$ cat src/rtl/ab_input_conditioner.sv
// Two-channel input conditioner: 2-flop synchronizer + debounce filter per channel.
// Define AB_PULSE_OUT_EN to turn a/b into one-cycle rising-edge pulses instead of levels.

module ab_ic_channel #(
   parameter int unsigned CNT_W           = 2,
   parameter int unsigned DEBOUNCE_CYCLES = 4,
   parameter logic        SYNC_INIT       = 1'b0
) (
   input  logic clk,
   input  logic reset,
   input  logic raw_i,
   output logic deb_o,
   output logic upd_o
);
   localparam logic [CNT_W-1:0] CNT_MAX = CNT_W'(DEBOUNCE_CYCLES - 1);

   logic             s1_q, s2_q, deb_q, deb_d;
   logic [CNT_W-1:0] cnt_q, cnt_d;

   // Update fires on the edge that completes DEBOUNCE_CYCLES consecutive mismatches.
   assign upd_o = (s2_q != deb_q) && (cnt_q == CNT_MAX);
   assign deb_o = deb_q;

   always_comb begin
      cnt_d = cnt_q;
      deb_d = deb_q;
      if (s2_q == deb_q) begin
         cnt_d = '0;
      end else if (cnt_q == CNT_MAX) begin
         deb_d = s2_q;
         cnt_d = '0;
      end else begin
         cnt_d = cnt_q + CNT_W'(1);
      end
   end

   always_ff @(posedge clk or posedge reset) begin
      if (reset) begin
         s1_q  <= SYNC_INIT;
         s2_q  <= SYNC_INIT;
         deb_q <= SYNC_INIT;
         cnt_q <= '0;
      end else begin
         s1_q  <= raw_i;
         s2_q  <= s1_q;
         deb_q <= deb_d;
         cnt_q <= cnt_d;
      end
   end
endmodule

module ab_input_conditioner #(
   parameter int unsigned DEBOUNCE_CYCLES = 4,
   parameter logic        SYNC_INIT       = 1'b0
) (
   input  logic clk,
   input  logic reset,
   input  logic a_raw,
   input  logic b_raw,
   output logic a,
   output logic b,
   output logic chg
);
   localparam int unsigned CNT_W = (DEBOUNCE_CYCLES > 2) ? $clog2(DEBOUNCE_CYCLES) : 1;

   logic [1:0] raw, deb, upd;
   logic       chg_q;

   assign raw = {b_raw, a_raw};

   for (genvar c = 0; c < 2; c++) begin : g_ch
      ab_ic_channel #(
         .CNT_W          (CNT_W),
         .DEBOUNCE_CYCLES(DEBOUNCE_CYCLES),
         .SYNC_INIT      (SYNC_INIT)
      ) u_ch (
         .clk  (clk),
         .reset(reset),
         .raw_i(raw[c]),
         .deb_o(deb[c]),
         .upd_o(upd[c])
      );
   end

   always_ff @(posedge clk or posedge reset) begin
      if (reset) chg_q <= 1'b0;
      else       chg_q <= |upd;
   end
   assign chg = chg_q;

`ifdef AB_PULSE_OUT_EN
   logic a_q, b_q;

   // An update while deb is low is by construction a 0->1 rise.
   always_ff @(posedge clk or posedge reset) begin
      if (reset) begin
         a_q <= 1'b0;
         b_q <= 1'b0;
      end else begin
         a_q <= upd[0] & ~deb[0];
         b_q <= upd[1] & ~deb[1];
      end
   end
   assign a = a_q;
   assign b = b_q;
`else
   assign a = deb[0];
   assign b = deb[1];
`endif
endmodule
$ cat config.mk
export PLATFORM = sky130hd
export DESIGN_NAME = ab_input_conditioner
export DESIGN_NICKNAME = d
export VERILOG_FILES = /design/src/rtl/ab_input_conditioner.sv
export SDC_FILE = /design/constraint.sdc
export NUM_CORES = 1
export LEC_CHECK = 0
export CAP_MARGIN = 20
export CORE_AREA = 2 2 39 41
export CTS_CLUSTER_DIAMETER = 40
export DETAILED_ROUTE_END_ITERATION = 10
export DIE_AREA = 0 0 41 43
export DONT_BUFFER_PORTS = 1
export GPL_TIMING_DRIVEN = 0
export SYNTH_ARGS = -nofsm -noshare
export SYNTH_HDL_FRONTEND = slang
export SYNTH_HIERARCHICAL = 1
export SYNTH_SLANG_ARGS = --single-unit
$ cat constraint.sdc
create_clock -name clk -period 2.6 [get_ports clk]
set_input_delay 0.52 -clock clk [delete_from_list [all_inputs] [get_ports clk]]
set_output_delay 0.52 -clock clk [all_outputs]
set_load 0.02 [all_outputs]
==> flow_summary_export.csv <==
group,metric,value,unit
run_status,outcome,"complete, no violations",
sta,finalClockSkew,6.13,ps
logic_synthesis,post_synth_instance_area,408,sq um
layout,postLayoutCoreUtil,0.335,
layout,final_layout_size_suffix_gt1_frac,0.156,
critical_path,crit_path_start_kind,"flop",
clock_network,clock_latency,260,ps
logic_synthesis,syn_inst,27,
route,highest-signal-layer,"met4",
layout,final_cell_area,464,sq um
logic_synthesis,synth.lib_cells_used.distinct,8,
critical_path,crit_path_end_kind,"output port",
layout,area_growth_syn_to_layout,13.8,%
layout,most_common_cell_after_layout_fill_and_taps_aside,"sky130_fd_sc_hd__dfrtp_1",
clock_network,ctsHtreeMaxLevel,1,
floorplanning,rows,14,
pwr,power.share.clock,0.230,
logic_synthesis,synth_sequential_area_ratio,0.675,
pwr,internal_power,333,uW
route,detailroute.wirelength.met2,302,um
route,drtPass1Iterations,4,
logic_synthesis,syn_nets,33,
floorplanning,ports,7,
pwr,sw_share,0.320,
critical_path,path_class,"flop to output port",
route,totalWireLength,630,um
route,drtAntennaViolNets,0,
job,drv.max_cap_violation_count,0,
clock_network,cts_max_path_buffers,2,
sta,worst-slew-pin-transition,276,ps
sta,period_share,0.494,
logic_synthesis,synth_area_per_cell,15.1,sq um
global_routing,grt_pass1_wl,1.05,mm
pwr,pwr_density_cell,1060,mW/mm^2
clock_network,post_cts.repair.setup_buffers,0,
pwr,p_leak,0.000233,uW
critical_path,timing.critical_path.arrival,770,ps
layout,most-common-layout-cells,"sky130_fd_sc_hd__dfrtp_1 (11), sky130_fd_sc_hd__and2_1 (4), sky130_fd_sc_hd__inv_1 (3), sky130_fd_sc_hd__clkbuf_4 (3)",
route,m1WireLength,229,um
pwr,power_switching,157,uW
layout,multi_input_comb_area,121,sq um
route,wl_met3,88,um
sta,finalSetupViolCount,0,
floorplanning,die_area,0.00176,sq mm
sta,timing.slew.headroom,0.816,
global_routing,grt-ovfl-total,0,
global_routing,vias_in_the_first_global_route,242,
critical_path,path_max_fanout,3,
route,wl_per_cell,13.1,um
floorplanning,core_area,0.00138,sq mm
sta,unrepaired_setup_endpoints_after_global_routing,"false",
placed_design,placed_cells_incl_taps,43,
critical_path,critical_path_required,2080,ps
layout,fin_cells,48,
placed_design,dp_hpwl,498,um
global_routing,grt_start_max_net_pins,7,
sta,hold_viol_final,0,
sta,fin_setup_tns,0,ps
global_routing,antenna_found_initial,0,
floorplanning,die_w,41,um
clock_network,tritoncts_clock_tree,"yes",
pwr,ir_worst_vdd,598,uV
route,dr_total_vias,216,
layout,regArea,275,sq um
clock_network,numCtsBuffers,3,
clock_network,ctsRootBufferMaster,"sky130_fd_sc_hd__clkbuf_4",
clock_network,postCtsResizedCells,0,
sta,clock.fmax,778,MHz
placed_design,preCtsSetupSlack,1420,ps
route,post_drt_via_cell_ratio,4.50,
layout,finish.net_count,39,
hold_path,holdCritPathClass,"input port to async pin",
route,drt_first_iter_violations,5,
floorplanning,initial_utilization,0.295,
floorplanning,fp.dieH,43,um
placed_design,placed_area,428,sq um
clock_network,cts.clk_slew.worst_paths,70,ps
layout,num_antenna_cells,0,
sta,post-route-worst-setup-slack,1310,ps
clock_network,clock_sinks,11,
pwr,combinationalPowerShare,0.198,
pwr,power.share.sequential,0.573,
logic_synthesis,yosys_warnings,6,
sta,final_report_max_slew_violation_count,0,
placed_design,place.port_buffers,0,
global_routing,globalRouteTotalUtil,0.0972,
layout,fillers,131,
route,remaining_drc_errors,0,
sta,fin_crit,1290,ps
logic_synthesis,postSynthRegisterBits,11,
clock_network,cts.hold.buffers_added,1,
[routing by layer]
layer  vias up  GRT usage
met3         2     0.0942
met1       105     0.0925
li1         95          -
met4         0          0
met2        14      0.156
met5         -          0
[cells in the mapped netlist]
master / instances / share of area
sky130_fd_sc_hd__and2_1: 4 / 0.061
sky130_fd_sc_hd__dfrtp_1: 11 / 0.67
sky130_fd_sc_hd__ha_1: 2 / 0.061
sky130_fd_sc_hd__inv_1: 3 / 0.028
sky130_fd_sc_hd__mux2_1: 2 / 0.055
sky130_fd_sc_hd__nor3b_2: 2 / 0.061
sky130_fd_sc_hd__or2_1: 1 / 0.015
sky130_fd_sc_hd__xor2_1: 2 / 0.043
[final timing paths]
path	startpoint	endpoint	slack, ps	cells past startpoint
max	g_ch[0].u_ch/deb_o	a	1310	0
min	reset	g_ch[0].u_ch/deb_o	30	1
max reg2reg	g_ch[1].u_ch/deb_o	chg	1410	3
min reg2reg	g_ch[1].u_ch/s1_q	g_ch[1].u_ch/s2_q	350	0
max in group asynchronous	reset	chg	1980	2
min in group clk	a_raw	g_ch[0].u_ch/s1_q	290	0
[stage by stage]
stage / total power (uW) / hold slack (ps)
finish: 490 / 28.9
global route: 524 / 26.0
CTS: 498 / 24.9
detailed placement: 382 / 252
global placement: 359 / 250
floorplan: 348 / 249
[logic make-up (layout without fill, tap and decap cells)]
kind of cell	Yosys count	count (layout)	synth area share
flip-flops	11	11	0.675
AND/OR/NAND/NOR	7	7	0.138
buffers and inverters	3	8	0.0276
adder cells (fa/ha/maj)	2	2	0.0613
XOR/XNOR	2	2	0.0430
multiplexers	2	2	0.0552
[area by class of cell]
cell class                 instances  area share
multi-input combinational         13       0.261
clock buffer                       4      0.0566
sequential                        11       0.593
tap                               16      0.0431
timing repair buffer               1      0.0216
inverter                           3      0.0243
[power by group through the flow]
| stage | Sequential, uW | Combinational, uW | Clock (uW) |
|---|---|---|---|
| 6_report | 281 | 96.8 | 113 |
| 3_5_place_dp | 285 | 96.8 | 0 |
| 4_1_cts | 281 | 98.8 | 117 |
| 5_1_grt | 288 | 109 | 127 |
| 2_1_floorplan | 272 | 76.0 | 0 |
| 3_3_place_gp | 277 | 81.8 | 0 |
[flip-flops by register name (all words and copies together) (netlist names)]
register / flops
g_ch.u_ch/cnt_q: 4
g_ch.u_ch/deb_o: 2
g_ch.u_ch/s1_q: 2
g_ch.u_ch/s2_q: 2
chg: 1
Power figures use the tool's default switching activity.
